--- src/rtl/eco32f_registerfile_mp.sv ---
// rtl/eco32f_registerfile_mp.sv - eco32f multi-read-port register file with EX/MEM bypass and load-use detect
// Post-reset zero-clear sequencer compiled in with ECO32F_RF_RESET_CLEAR_EN
module eco32f_registerfile_mp #(
  parameter int DATA_WIDTH = 32,
  parameter int ADDR_WIDTH = 5,
  parameter int NUM_RD     = 2
) (
  input  logic                         clk,
  input  logic                         rst,
  input  logic                         id_stall,
  input  logic                         ex_stall,
  input  logic                         ex_flush,
  input  logic [NUM_RD*ADDR_WIDTH-1:0] id_rd_addr,
  input  logic [NUM_RD*ADDR_WIDTH-1:0] ex_rd_addr,
  input  logic [ADDR_WIDTH-1:0]        ex_rf_r_addr,
  input  logic                         ex_rf_r_we,
  input  logic                         ex_rf_r_late,
  output logic [ADDR_WIDTH-1:0]        mem_rf_r_addr,
  output logic                         mem_rf_r_we,
  output logic                         mem_rf_r_late,
  input  logic [DATA_WIDTH-1:0]        mem_alu_result,
  output logic [NUM_RD*DATA_WIDTH-1:0] ex_rd_data,
  input  logic [ADDR_WIDTH-1:0]        wb_rf_r_addr,
  input  logic                         wb_rf_r_we,
  input  logic [DATA_WIDTH-1:0]        wb_rf_r,
  output logic                         id_hazard,
  output logic                         rf_ready
);

  localparam int NUM_REGS = 1 << ADDR_WIDTH;

  logic [ADDR_WIDTH-1:0] wr_addr;
  logic [DATA_WIDTH-1:0] wr_data;
  logic                  wr_we;
  logic                  rd_en;
  logic [NUM_RD-1:0]     hz_hit;

`ifdef ECO32F_RF_RESET_CLEAR_EN
  typedef enum logic {CLEAR, RUN} state_t;
  state_t                state, state_nxt;
  logic [ADDR_WIDTH-1:0] cnt, cnt_nxt;

  always_ff @(posedge clk or negedge rst) begin
    if (!rst) begin
      state <= CLEAR;
      cnt   <= '0;
    end else begin
      state <= state_nxt;
      cnt   <= cnt_nxt;
    end
  end

  // While clearing, the write port belongs to the sequencer and WB is ignored
  always_comb begin
    state_nxt = state;
    cnt_nxt   = cnt;
    wr_addr   = wb_rf_r_addr;
    wr_data   = wb_rf_r;
    wr_we     = wb_rf_r_we;
    rf_ready  = 1'b0;
    case (state)
      CLEAR: begin
        wr_addr = cnt;
        wr_data = '0;
        wr_we   = 1'b1;
        cnt_nxt = cnt + 1'b1;
        if (cnt == {ADDR_WIDTH{1'b1}}) state_nxt = RUN;
      end
      default: rf_ready = 1'b1;
    endcase
  end
`else
  always_comb begin
    wr_addr  = wb_rf_r_addr;
    wr_data  = wb_rf_r;
    wr_we    = wb_rf_r_we;
    rf_ready = 1'b1;
  end
`endif

  assign rd_en = !id_stall && rf_ready;

  // Flush wins over stall so a killed instruction never reaches MEM as a writer
  always_ff @(posedge clk or negedge rst) begin
    if (!rst) begin
      mem_rf_r_addr <= '0;
      mem_rf_r_we   <= 1'b0;
      mem_rf_r_late <= 1'b0;
    end else begin
      if (!ex_stall) begin
        mem_rf_r_addr <= ex_rf_r_addr;
        mem_rf_r_late <= ex_rf_r_late;
      end
      if (ex_flush)       mem_rf_r_we <= 1'b0;
      else if (!ex_stall) mem_rf_r_we <= ex_rf_r_we;
    end
  end

  genvar k;
  generate
    for (k = 0; k < NUM_RD; k++) begin : g_port
      logic [DATA_WIDTH-1:0] ram [0:NUM_REGS-1];
      logic [DATA_WIDTH-1:0] ram_q;
      logic                  ex_byp;
      logic                  mem_byp;
      logic [ADDR_WIDTH-1:0] id_a;
      logic [ADDR_WIDTH-1:0] ex_a;

      assign id_a = id_rd_addr[k*ADDR_WIDTH +: ADDR_WIDTH];
      assign ex_a = ex_rd_addr[k*ADDR_WIDTH +: ADDR_WIDTH];

      always_ff @(posedge clk) begin
        if (wr_we) ram[wr_addr] <= wr_data;
      end

      always_ff @(posedge clk or negedge rst) begin
        if (!rst) begin
          ram_q   <= '0;
          ex_byp  <= 1'b0;
          mem_byp <= 1'b0;
        end else begin
          if (rd_en)
            ram_q <= (wr_we && wr_addr == id_a) ? wr_data : ram[id_a];
          if (!id_stall) begin
            ex_byp  <= ex_rf_r_we && !ex_rf_r_late && (ex_rf_r_addr == id_a);
            mem_byp <= mem_rf_r_we && (mem_rf_r_addr == id_a);
          end
        end
      end

      assign ex_rd_data[k*DATA_WIDTH +: DATA_WIDTH] =
        (ex_a == '0) ? '0 :
        ex_byp       ? mem_alu_result :
        mem_byp      ? wb_rf_r :
                       ram_q;

      assign hz_hit[k] = (id_a == ex_rf_r_addr) && (id_a != '0);
    end
  endgenerate

  assign id_hazard = rf_ready && ex_rf_r_we && ex_rf_r_late && (|hz_hit);

endmodule

--- config.mk ---
export PLATFORM = sky130hd
export DESIGN_NAME = eco32f_registerfile_mp
export DESIGN_NICKNAME = d
export VERILOG_FILES = /design/src/rtl/eco32f_registerfile_mp.sv
export SDC_FILE = /design/constraint.sdc
export NUM_CORES = 2
export LEC_CHECK = 0
export ABC_AREA = 1
export CAP_MARGIN = 30
export CORE_MARGIN = 1.5
export CORE_UTILIZATION = 30
export DETAILED_ROUTE_END_ITERATION = 10
export PLACE_DENSITY_LB_ADDON = 0.12
export RECOVER_POWER = 100
export SLEW_MARGIN = 20
export SYNTH_ARGS = -nofsm -noshare
export SYNTH_HDL_FRONTEND = slang
export SYNTH_SLANG_ARGS = --single-unit
--- constraint.sdc ---
create_clock -name clk -period 2.3 [get_ports clk]
set_clock_uncertainty 0.1 [all_clocks]
set_input_delay 0.46 -clock clk [delete_from_list [all_inputs] [get_ports clk]]
set_output_delay 0.46 -clock clk [all_outputs]
set_load 0.01 [all_outputs]
Word level (Yosys, flattened, before mapping)
Memories as Yosys holds them, arrays and structs flattened. A register that Yosys moved wholly into a read port is not among the register bits.
Cells that the tools add are included.
{"block": "word_totals", "reg_bits": 11, "ramBits": 2048, "in_bits": 102, "output_inout_bits": 73, "wordCells": 45, "memories": 2}
{"name": "g_port[0].ram", "depth": 32, "width": 32, "rd": 1, "rd_ports_with_merged_regs": 1, "wr": 1, "line": "102", "source": "logic [DATA_WIDTH-1:0] ram [0:NUM_REGS-1];"}
{"name": "g_port[1].ram", "depth": 32, "width": 32, "rd": 1, "rd_ports_with_merged_regs": 1, "wr": 1, "line": "102"}
{"block": "op_classes", "n_eq_ne": 7, "mux": 10, "reduce_logical": 19}
{"cell": "$mux 32", "count": 6}
{"cell": "$eq 5x5->1", "count": 6}
{"cell": "$logic_not 5->1", "count": 2}
{"cell": "$reduce_bool 5->1", "count": 2}
{"cell": "$logic_and 1x1->1", "count": 9}
{"cell": "$logic_not 1->1", "count": 5}
{"cell": "$mux 1", "count": 4}
{"cell": "$ne 2x1->1 const B", "count": 1}
{"cell": "$reduce_or 2->1", "count": 1}

Longest topological paths before layout
{"block": "logic_depth", "word_depth": 4, "mapped_depth": 13, "mapped_depth_nobuf": 11}

Worst setup path after synthesis
OpenSTA, ideal clock, no wires.
{"block": "synth_path", "path_kind": "input port to flip-flop", "from": "input wb_rf_r_addr[1]", "to": "memory g_port[1].ram[0][0], enable pin", "setup_time_ps": 421, "arrival_time_ps": 2157, "required_time_ps": 1779, "setup_slack_ps": -378, "cell_stages": 3, "n_path_buf": 0, "cell_sequence": "inv_1 > nand3_1 > nor2_1"}
{"item": "start: declaration", "line": "23", "source": "input logic [ADDR_WIDTH-1:0] wb_rf_r_addr,"}
{"item": "end: declaration", "line": "102"}
Straight into the memory's write port.

Final worst setup path
{"block": "layout_path", "from": "register g_port[0].mem_byp", "to": "output ex_rd_data[9]"}
{"block": "layout_between", "elab_chain_len": 3}
{"item": "start: declaration", "line": "105", "source": "logic mem_byp;"}
{"item": "start signal: assignment", "line": "126", "source": "mem_byp <= mem_rf_r_we && (mem_rf_r_addr == id_a);"}
{"item": "$mux 32", "line": "134", "source": "mem_byp ? wb_rf_r :"}
{"item": "$mux 32", "line": "133", "source": "ex_byp ? mem_alu_result :"}
{"item": "$mux 32", "line": "132", "source": "(ex_a == '0) ? '0 :"}
{"item": "end: declaration", "line": "22", "source": "output logic [NUM_RD*DATA_WIDTH-1:0] ex_rd_data,"}
Every way passes these cells.

==> results_dict.tcl <==
set metrics [dict create \
    core_sq_um 190000 \
    placementRows 160 \
    drive_gt1_share_pct 13.1 \
    ys_types 31 \
    cts_tree "done" \
    io-pin-count 175 \
    cts_buffers 133 \
    wl_mm 275 \
    drc_errors 0 \
    ys_warn_count 0 \
    synth_edf_count 1024 \
    relSlewSlack_pct -6.39 \
    syn_to_final_growth_pct 24.0 \
    ys_seq_area_share_pct 56.8 \
    fp.dieArea_sq_um 194000 \
    vias 53200 \
    outcome "finished with violations" \
    synth_xor_area_share_pct 0.0914 \
    root_buffer "clkbuf_16" \
    fin_total_pwr_w 0.0509 \
    fmax_mhz 367 \
    start_kind "register" \
    ir_drop_uv 762 \
    htreeDepth 4 \
    grt_overflow_total 0 \
    die_y_microns 441 \
    port_buffers 173 \
    synth_compound_area_share_pct 5.42 \
    start_util_pct 30.2 \
    synthAdderAreaFrac_pct 0 \
    finalCriticalPeriod_ns 2.73 \
    violations "max-capacitance violations, max-slew violations, negative setup slack" \
    worst-endpoint-required_ns 1.74 \
    slowest_delay_ns 0.44 \
    grt_usage_pct 27.8 \
    postRouteAntennaNets 0 \
    grt_pass1_vias 50000 \
    finalHoldViolations 0 \
    clk_pin_slew_ns 0.06 \
    clkLatencyLatePin_ns 0.79 \
    synth-simple-area-share_pct 31.5 \
    period_share_pct 119 \
    synth_top_family_by_area "simple AND/OR/NAND/NOR gates" \
    die_width_microns 441 \
    grt_first_pass_wirelength_mm 382 \
    first_pass_iters 9 \
    clock_path_buffers 3 \
    avgViaCountPerCell 5.33 \
    cts.sinks 1099 \
    critPathCaptureType "output pin" \
    p_per_area_nw_per_um2 714 \
    max_slew.worst_pin.slew_ns 1.60 \
    post_synth.cell_area_avg_sq_um 8.31 \
    worstSetupPathType "reg -> out" \
    muxShareOfSynthArea_pct 0 \
    antenna_found_initial 13 \
    p_leak_nw 29.4 \
    synthesis.nets 7018 \
    syn_inst 6916 \
    fin_ws_ns -0.428 \
    finalSetupViolations 142 \
    place_hpwl_mm 179 \
    setup_tns_ns -25.96 \
    ys.flop_type "edfxtp_1" \
    wl_per_cell_microns 27.6 \
    drv_cap 12 \
    synth-seq-cells 1099 \
    dr.first_iter.drc_count 5865 \
    synth_top_area_share_pct 53.5 \
    grt_setup_unrepaired "true" \
    crit_chain "clkinvlp_4, buf_12, buf_6, nand2_1, a311oi_2, buf_2" \
    syn-cell-area_sq_um 57500 \
    final_core_util_pct 37.5 \
    worst_ep_arrival_time_ns 2.17 \
    slew_viol_final 377 \
    gp_congestion 0.881 \
    critPathMaxFanout 8 \
    synth_area_leader_cell "edfxtp_1" \
    grt_max_degree 74 \
    fin_nets 7458 \
    critPathSlowestCell "dfrtp_2" \
    worstHoldPathType "in -> reg" \
    fill_cells 19300 \
    async_reset_ff_share_pct 6.82 \
    ys_top_cells_by_area "edfxtp_1, nand2_1, nand3_1" \
]
synthesized netlist by cell type (12+ instances only):
master / instances
dfrtp_1: 75
edfxtp_1: 1024
a21oi_1: 275
buf_4: 15
nand2_1: 2704
o21ai_1: 45
clkbuf_1: 145
buf_1: 61
o211ai_1: 38
buf_2: 265
nor2_1: 514
inv_1: 343
o21ai_0: 109
o22ai_1: 12
nand3_1: 1183
a311oi_1: 64
critical path, delay by kind of cell, from the launching register on:
family / cells / cell delay, ns
AND/OR/NAND/NOR: 1 / 0.05
buffers and inverters: 4 / 0.62
flip-flops: 1 / 0.44
AO/OA/AOI/OAI: 1 / 0.24
sequential cells by signal, summed over array words and instances, names as in the netlist:
| signal | flops |
|---|---|
| g_port.mem_byp | 2 |
| g_port.ex_byp | 2 |
| g_port.ram | 1024 |
| mem_rf_r_addr | 5 |
| mem_rf_r_we | 1 |
| g_port.ram_q | 64 |
| mem_rf_r_late | 1 |
per-layer routing:
layer | wire (microns) | part of all wire, % | up-vias | global-route usage [%]
li1 | - | - | 24000 | -
met1 | 115000 | 42 | 26200 | 37.3
met2 | 124000 | 45 | 2430 | 44.1
met3 | 22800 | 8.3 | 512 | 5.04
met4 | 13700 | 5.0 | 8 | 11.4
met5 | 56 | 0.020 | - | 0
stage by stage:
stage	instances	cell area (sq um)	hold slack [ns]	setup slack [ns]
finish	9980	71300	0.0646	-0.428
global route	9979	71300	0.0772	-0.505
CTS	9959	72500	0.0225	-0.549
detailed placement	9690	67800	0.347	-0.618
global placement	9690	67800	0.348	-0.603
floorplan	6916	57500	0.0644	-0.378
timing repair:
item | in CTS | in global routing
gates cloned | 5 | 8
pin swaps | 23 | 34
resized for setup | 387 | 95
endpoints found under the setup margin | 69 | 67
hold endpoints to repair | 78 | 0
hold buffers | 4 | 0
buffers inserted | 17 | 11
logic make-up (layout without fill, tap and decap cells):
logic type                count (synthesis)  after routing
AOI/OAI and AO/OA                       549            549
xor gates and xnor gates                  6              6
buffers and inverters                   841           1389
DFF                                    1099           1099
other                                     1              6
and+or+nand+nor                        4420           4420
where the power goes:
part	leakage [nW]	switching (W)	internal, W
combinational	17.2	0.00480	0.00248
clock	2.05	0.00890	0.0121
sequential	10.1	0.000362	0.0223
layout make-up:
class / count / area [sq um] / area share (%)
inverter: 352 / 1380 / 1.93
clock buffer: 183 / 3670 / 5.15
sequential: 1099 / 32600 / 45.8
tap: 2511 / 3140 / 4.41
antenna: 5 / 12.5 / 0.0176
timing repair buffer: 794 / 7950 / 11.1
multi-input combinational: 4976 / 21900 / 30.8
clock inverter: 60 / 554 / 0.778
cells in the final DEF, fill, tap and decap left out, types with 74 or more instances in the layout:
cell and n:
nand2_1 2655, buf_12 148, edfxtp_1 1024, clkbuf_16 145, buf_4 280, inv_1 337
a21oi_1 275, nand3_1 1184, clkbuf_1 87, o21ai_0 109, nor2_1 505, buf_2 74
final timing paths:
check,start,end,slack [ns],depth (start not counted)
setup / recovery,g_port[0].mem_byp$_DFFE_PN0N_,ex_rd_data[9],-0.43,6
hold / removal,ex_rf_r_addr[3],mem_rf_r_addr[3]$_DFFE_PN0N_,0.06,3
setup reg to reg,g_port[1].ram[20][2]$_DFFE_PP_,g_port[1].ram_q[2]$_DFFE_PN0N_,0.56,11
hold reg to reg,mem_rf_r_late$_DFFE_PN0N_,mem_rf_r_late$_DFFE_PN0N_,0.42,2
max in group asynchronous,rst,g_port[1].ram_q[14]$_DFFE_PN0N_,0.25,3
min in group asynchronous,rst,g_port[0].ram_q[27]$_DFFE_PN0N_,0.23,2
Power figures use the tool's default switching activity.
